**config.mk**
```make
export PLATFORM = sky130hd
export DESIGN_NAME = demux8_deser_flat
export DESIGN_NICKNAME = d
export VERILOG_FILES = /design/src/rtl/ser_link_pkg.sv /design/src/rtl/demux8_deser_if.sv /design/src/rtl/demux1_8.sv /design/src/rtl/demux8_deser.sv /design/src/flat_wrapper.sv
export SDC_FILE = /design/constraint.sdc
export NUM_CORES = 1
export LEC_CHECK = 0
export ABC_CLOCK_PERIOD_IN_PS = 1400
export CAP_MARGIN = 20
export CORE_AREA = 2 2 54 56
export CTS_BUF_LIST = sky130_fd_sc_hd__clkbuf_4
export DETAILED_ROUTE_END_ITERATION = 12
export DIE_AREA = 0 0 56 58
export PLACE_DENSITY_LB_ADDON = 0.08
export SETUP_SLACK_MARGIN = 0.15
export SLEW_MARGIN = 20
export SYNTH_ARGS = -nofsm -noshare
export SYNTH_HDL_FRONTEND = slang
export SYNTH_SLANG_ARGS = --single-unit
```
**constraint.sdc**
```tcl
create_clock -name clk -period 1.4 [get_ports clk]
set_input_delay 0.14 -clock clk [delete_from_list [all_inputs] [get_ports clk]]
set_output_delay 0.14 -clock clk [all_outputs]
set_load 0.02 [all_outputs]
```
**src/rtl/ser_link_pkg.sv**
```systemverilog
// Shared definitions for the 8:1 select-counter serial link.
// The transmitter and receiver both use bit_pos so that they order bits the same way.
package ser_link_pkg;

  localparam int unsigned WORD_W = 8;
  localparam int unsigned SEL_W  = 3;

  localparam logic [SEL_W-1:0] SEL_LAST = 3'd7;

  // Holding register for an assembled word and its valid flag
  typedef struct packed {
    logic [WORD_W-1:0] data;
    logic              valid;
  } word_t;

  // Maps a select value to a word bit position.
  // With lsb_first, select 0 lands in bit 0; otherwise select 0 lands in bit 7.
  function automatic logic [SEL_W-1:0] bit_pos(input logic [SEL_W-1:0] sel,
                                               input logic             lsb_first);
    return lsb_first ? sel : SEL_LAST - sel;
  endfunction

endpackage

```
**src/rtl/demux8_deser_if.sv**
```systemverilog
// Serial input and parallel output bundle for demux8_deser.
//   master : the link side, which drives din/din_valid/frame/dout_ready
//   slave  : the deserializer, which drives dout/dout_valid/sel/overrun
interface demux8_deser_if;
  import ser_link_pkg::*;

  logic              din;
  logic              din_valid;
  logic              frame;
  logic [WORD_W-1:0] dout;
  logic              dout_valid;
  logic              dout_ready;
  logic [SEL_W-1:0]  sel;
  logic              overrun;

  modport master (
    output din, din_valid, frame, dout_ready,
    input  dout, dout_valid, sel, overrun
  );

  modport slave (
    input  din, din_valid, frame, dout_ready,
    output dout, dout_valid, sel, overrun
  );

endinterface

```
**src/rtl/demux1_8.sv**
```systemverilog
// Combinational 1:8 demux.
//   din    : serial bit
//   en     : write strobe
//   sel    : target bit position
//   we_c   : one-hot write enable, all zero when en is low
//   data_c : din replicated across every position
module demux1_8
  import ser_link_pkg::*;
(
  input  logic              din,
  input  logic              en,
  input  logic [SEL_W-1:0]  sel,
  output logic [WORD_W-1:0] we_c,
  output logic [WORD_W-1:0] data_c
);

  // One-hot enable decode
  always_comb begin
    we_c = '0;
    if (en) begin
      we_c[sel] = 1'b1;
    end
  end

  assign data_c = {WORD_W{din}};

endmodule

```
**src/rtl/demux8_deser.sv**
```systemverilog
// Serial-to-parallel deserializer. It collects 8 bits, one per din_valid cycle, into a word.
// When the last bit arrives it presents the word with a valid/ready handshake.
//   clk, rst_n : clock, asynchronous active-low reset
//   bus        : slave side of demux8_deser_if
//                (din, din_valid, frame, dout_ready in; dout, dout_valid, sel, overrun out)
//   LSB_FIRST  : 1 = first bit goes to dout[0], 0 = first bit goes to dout[7]
module demux8_deser
  import ser_link_pkg::*;
#(
  parameter bit LSB_FIRST = 1'b1
)(
  input  logic           clk,
  input  logic           rst_n,
  demux8_deser_if.slave  bus
);

  logic [SEL_W-1:0]  sel_q, sel_d;
  logic [SEL_W-1:0]  eff_sel;
  logic [SEL_W-1:0]  pos;
  logic [WORD_W-1:0] part_q, part_d;
  logic [WORD_W-1:0] we;
  logic [WORD_W-1:0] wdata;
  logic [WORD_W-1:0] merged;
  word_t             out_q, out_d;
  logic              ovr_q, ovr_d;
  logic              complete;

  // frame forces alignment, so the current bit acts as select 0
  assign eff_sel = bus.frame ? '0 : sel_q;
  assign pos     = bit_pos(eff_sel, LSB_FIRST);

  demux1_8 u_demux (
    .din    (bus.din),
    .en     (bus.din_valid),
    .sel    (pos),
    .we_c   (we),
    .data_c (wdata)
  );

  // Next-state logic for the select counter, partial word and output register
  always_comb begin
    sel_d  = sel_q;
    part_d = part_q;
    out_d  = out_q;
    ovr_d  = 1'b0;

    complete = bus.din_valid && !bus.frame && (sel_q == SEL_LAST);
    // frame discards the partial word before the current bit is merged in
    merged   = ((bus.frame ? '0 : part_q) & ~we) | (wdata & we);

    if (bus.din_valid) begin
      sel_d  = eff_sel + SEL_W'(1);
      part_d = complete ? '0 : merged;
    end

    if (complete) begin
      out_d.data  = merged;
      out_d.valid = 1'b1;
      // A word is lost only when nothing consumes the old one at this edge
      ovr_d       = out_q.valid && !bus.dout_ready;
    end else if (bus.dout_ready) begin
      out_d.valid = 1'b0;
    end
  end

  // State registers
  always_ff @(posedge clk or negedge rst_n) begin
    if (!rst_n) begin
      sel_q  <= '0;
      part_q <= '0;
      out_q  <= '0;
      ovr_q  <= 1'b0;
    end else begin
      sel_q  <= sel_d;
      part_q <= part_d;
      out_q  <= out_d;
      ovr_q  <= ovr_d;
    end
  end

  assign bus.dout       = out_q.data;
  assign bus.dout_valid = out_q.valid;
  assign bus.sel        = sel_q;
  assign bus.overrun    = ovr_q;

endmodule

```
**src/flat_wrapper.sv**
```systemverilog
// flat-port wrapper written by rule: the top's interface ports become plain ports
module demux8_deser_flat import ser_link_pkg::*;
#(
  parameter bit LSB_FIRST = 1'b1
)
  (clk, rst_n, bus_din, bus_din_valid, bus_frame, bus_dout_ready, bus_dout, bus_dout_valid, bus_sel, bus_overrun);
  demux8_deser_if bus_i ();
  input  logic clk;
  input  logic rst_n;
  input wire logic [$bits(bus_i.din)-1:0] bus_din;
  input wire logic [$bits(bus_i.din_valid)-1:0] bus_din_valid;
  input wire logic [$bits(bus_i.frame)-1:0] bus_frame;
  input wire logic [$bits(bus_i.dout_ready)-1:0] bus_dout_ready;
  output wire logic [$bits(bus_i.dout)-1:0] bus_dout;
  output wire logic [$bits(bus_i.dout_valid)-1:0] bus_dout_valid;
  output wire logic [$bits(bus_i.sel)-1:0] bus_sel;
  output wire logic [$bits(bus_i.overrun)-1:0] bus_overrun;
  assign bus_i.din = bus_din;
  assign bus_i.din_valid = bus_din_valid;
  assign bus_i.frame = bus_frame;
  assign bus_i.dout_ready = bus_dout_ready;
  assign bus_dout = bus_i.dout;
  assign bus_dout_valid = bus_i.dout_valid;
  assign bus_sel = bus_i.sel;
  assign bus_overrun = bus_i.overrun;
  demux8_deser #(.LSB_FIRST(LSB_FIRST)) u_core (.clk(clk), .rst_n(rst_n), .bus(bus_i));
endmodule
```
==> summary.md <==
| Metric | Value |
|---|---|
| Status | completed |
| Area growth, synth to finish | 59.4% |
| Synth Register Bits | 20 |
| Initial Utilization | 0.345 |
| Finished Layout Cells | ~150 |
| Final setup violation count | 0 |
| First-pass GRT wire length | between 3000 and 4000 microns |
| Required @ worst endpoint | about 1.6 ns |
| Total global-route track usage | 0.142 |
| Slew @ Worst Pin | roughly 0.35 ns |
| Xor/xnor share of the synthesized area | 0 |
| Clk slew on worst S/H paths | 0.12 ns |
| Placed insts | ~140 |
| Fin. Hold Viols | 0 |
| Worst setup EP type | register |
| Via count | between 700 and 800 |
| Synth top area cells | dfrtp_1 (54%), mux2_2 (11%), o2bb2ai_1 (3.8%) |
| Syn avg cell area | around 12 sq um |
| Clk_skew | approximately 0.0045 ns |
| CTS tree | yes |
| Drt pass-1 iters | 4 |
| Syn Nets | between 80 and 90 |
| Final wirelength | roughly 2200 microns |
| Final hold slack | between 0.1 and 0.15 ns |
| Simple-Gate Fraction of Synth Area | 0.129 |
| Top cell type's share of synthesized area | 0.545 |
| Hpwl dp | around 1400 microns |
| Slowest stage cell on the critical path | dfrtp_2 |
| Largest net degree at the start of global routing | 21 |
| Static Leak | between 0.7 and 0.8 nW |
| Final RePlAce weighted congestion | between 0.7 and 0.8 |
| Nets | between 100 and 150 |
| Post-Syn Area | 918 sq um |
| Largest delay share family, worst path | flip-flops |
| Unique cell type count in the Yosys netlist | 27 |
| Core area | 2660 sq um |
| Tcrit/Tclk final | 0.952 |
| Via density | between 5 and 6 |
| Htree depth | 1 |
| Slew margin rel. | 0.765 |
| Setup Crit Path Kind | reg -> reg |
| Num CTS Buffers | 3 |
| RSZ-0062 raised after global routing | yes |
| Worst skew pair latency | between 0.3 and 0.4 ns |
| Worst vdd ir | ~780 uV |
| Die Wd | 56 microns |
| Avg WL per Cell | between 10 and 15 microns |
| Largest stage delay, worst path | just under 0.5 ns |
| Gr ovfl total | 0 |
| Adder-Cell Fraction of Synth Area | 0 |
| Pwr dens | 1290 nW/um^2 |
| Hold crit path type | in -> async |
| Fin crit period | 1.33 ns |
| Iteration-0 DRC Markers | 3 |
| Die height | approximately 58 microns |
| Synth Area in Compound Gates | 0.168 |
| Number of antenna violations at the first check in global routing | 0 |
| Leading area contributor after synthesis | dfrtp_1 |
| Antenna violation net count after detailed routing | 0 |
| Worst setup path start | u_core.bus.sel[0]$_DFFE_PN0P_ |
| Post-synthesis mux area share | 0.110 |
| Critical path data arrival time | 1.54 ns |
| Seq/Total Area, Yosys | 0.545 |
| Reg2reg start | u_core.bus.sel[0]$_DFFE_PN0P_ |
| Bufs and invs on worst path | 1 |
| R2R setup slack | roughly 0.067 ns |
| Synthesis Warnings | 0 |
| PortBufs | 18 |
| Max-cap viol count | 0 |
| Fraction of layout cells with a size suffix above 1 | 0.455 |
| Vias in the first global route | between 800 and 900 |
| Largest family of logic cells by synthesized area | compound AO/OA/AOI/OAI gates |
| Clock Path Buffers | 2 |
| Antenna fix cells | 0 |
| Cells after Synth | 78 |
| Fmax | roughly 750 MHz |
| Final Slew Violations | 0 |
| I/O pin cnt | 19 |
| Clk sinks | 20 |
| Std cell rows | 19 |
| Kind of start point of the critical path | register |
| CTS Root Cell | clkbuf_4 |
| Crit-path cells | nand2_2, nor3_4, buf_6, mux2_4 |
| DRC Markers | 0 |
| DIE AREA | between 3000 and 4000 sq um |
| CP max FO | 6 |
==> final timing paths <==
kind,endpoint,cells past startpoint
setup / recovery,u_core.bus.dout[6]$_DFFE_PN0P_,4
setup reg to reg,u_core.bus.dout[6]$_DFFE_PN0P_,4
max in group asynchronous,u_core.bus.sel[0]$_DFFE_PN0P_,2
hold reg to reg,u_core.part_q[4]$_DFFE_PN0P_,1
hold / removal,u_core.part_q[1]$_DFFE_PN0P_,2
min in group clk,u_core.bus.dout_valid$_DFFE_PN0P_,3
==> placed cells by master, fill, tap and decap left out, drive strengths merged, types with 2 or more instances in the layout <==
cell type	netlist	routed
buf	4	29
dfrtp	20	20
dlygate4sd2	0	10
mux2	9	9
clkdlybuf4s50	0	5
o21ai	5	5
nor2	4	4
o2bb2ai	4	4
clkbuf	2	4
nand2	4	4
inv	3	3
a21oi	3	3
nand2b	2	2
nor4b	2	2
a32o	2	2
and4b	2	2
nor3	2	2
==> final cells by class <==
type / instances / area, sq um
Timing Repair Buffer: 45 / 387
Clock buffer: 3 / 22.5
Inverter: 3 / 11.3
Tap cell: 31 / 38.8
Multi-Input combinational cell: 49 / 470
Clock inverter: 1 / 30.0
Sequential cell: 20 / 504
Fill cell: 250 / 1200
==> Yosys cell counts <==
| master | count |
|---|---|
| dfrtp_1 | 20 |
| mux2_2 | 9 |
| o21ai_0 | 5 |
| nand2_1 | 4 |
| nor2_1 | 4 |
| o2bb2ai_1 | 4 |
| a21oi_1 | 3 |
| inv_1 | 3 |
| a32o_1 | 2 |
| and4b_1 | 2 |
| buf_2 | 2 |
| buf_4 | 2 |
| clkbuf_1 | 2 |
| nand2b_1 | 2 |
| nor4b_1 | 2 |
| a211o_1 | 1 |
| a21o_1 | 1 |
| a22oi_1 | 1 |
| a311oi_1 | 1 |
| a41o_1 | 1 |
| and3_1 | 1 |
| nand3_1 | 1 |
| nor3_1 | 1 |
| nor3_4 | 1 |
| nor4_1 | 1 |
| o31ai_1 | 1 |
| o41ai_1 | 1 |
==> state kept, by name (all words and copies together), names as in the netlist <==
name,flops
u_core.part_q,7
u_core.bus.dout,8
u_core.bus.dout_valid,1
u_core.bus.overrun,1
u_core.bus.sel,3
==> routing by layer <==
| layer | wire, microns | up-vias | share of wire | global-route usage |
|---|---|---|---|---|
| met4 | 65 | 0 | 0.029 | 0.0816 |
| met3 | 71 | 7 | 0.032 | 0.0246 |
| met5 | 0 | - | 0 | 0 |
| met2 | 1080 | 16 | 0.48 | 0.237 |
| li1 | - | 375 | - | - |
| met1 | 1020 | 384 | 0.46 | 0.173 |
==> report_power, final <==
part	internal [W]	switching, W
sequential	0.000665	0.0000820
combinational	0.000362	0.000289
clock	0.000290	0.000198
total	0.00132	0.000569
==> kinds of logic (layout without fill, tap and decap cells) <==
group                  after synthesis  count (layout)
buffers and inverters                9              52
DFF                                 20              20
AOI/OAI and AO/OA                   21              21
muxes                                9               9
and+or+nand+nor                     19              19
==> per-stage QoR <==
stage / util / power, W / area, sq um / worst slack (ns) / setup TNS (ns)
detailed placement: 0.467 / 0.00126 / 1240 / -0.135 / -1.31
CTS: 0.504 / 0.00177 / 1340 / 0.0492 / 0
floorplan: - / 0.00101 / 935 / 0.0297 / 0
global placement: 0.467 / 0.00125 / 1240 / -0.128 / -1.20
global route: 0.550 / 0.00198 / 1460 / 0.0232 / 0
finish: 0.550 / 0.00189 / 1460 / 0.0668 / 0
==> worst register-to-register path: cells and delay by family (launching register included) <==
family	cells	cell delay (ns)
multiplexers	1	0.30
AND/OR/NAND/NOR	2	0.28
buffers and inverters	1	0.17
flip-flops	1	0.49
==> what timing repair did <==
item / 4_1_cts / 5_1_grt
endpoints found under the setup margin: 25 / 16
hold buffers: 0 / 0
buffers inserted: 5 / 7
pin swaps: 2 / 9
resized for setup: 22 / 24
(Power assumes the default switching activity.)
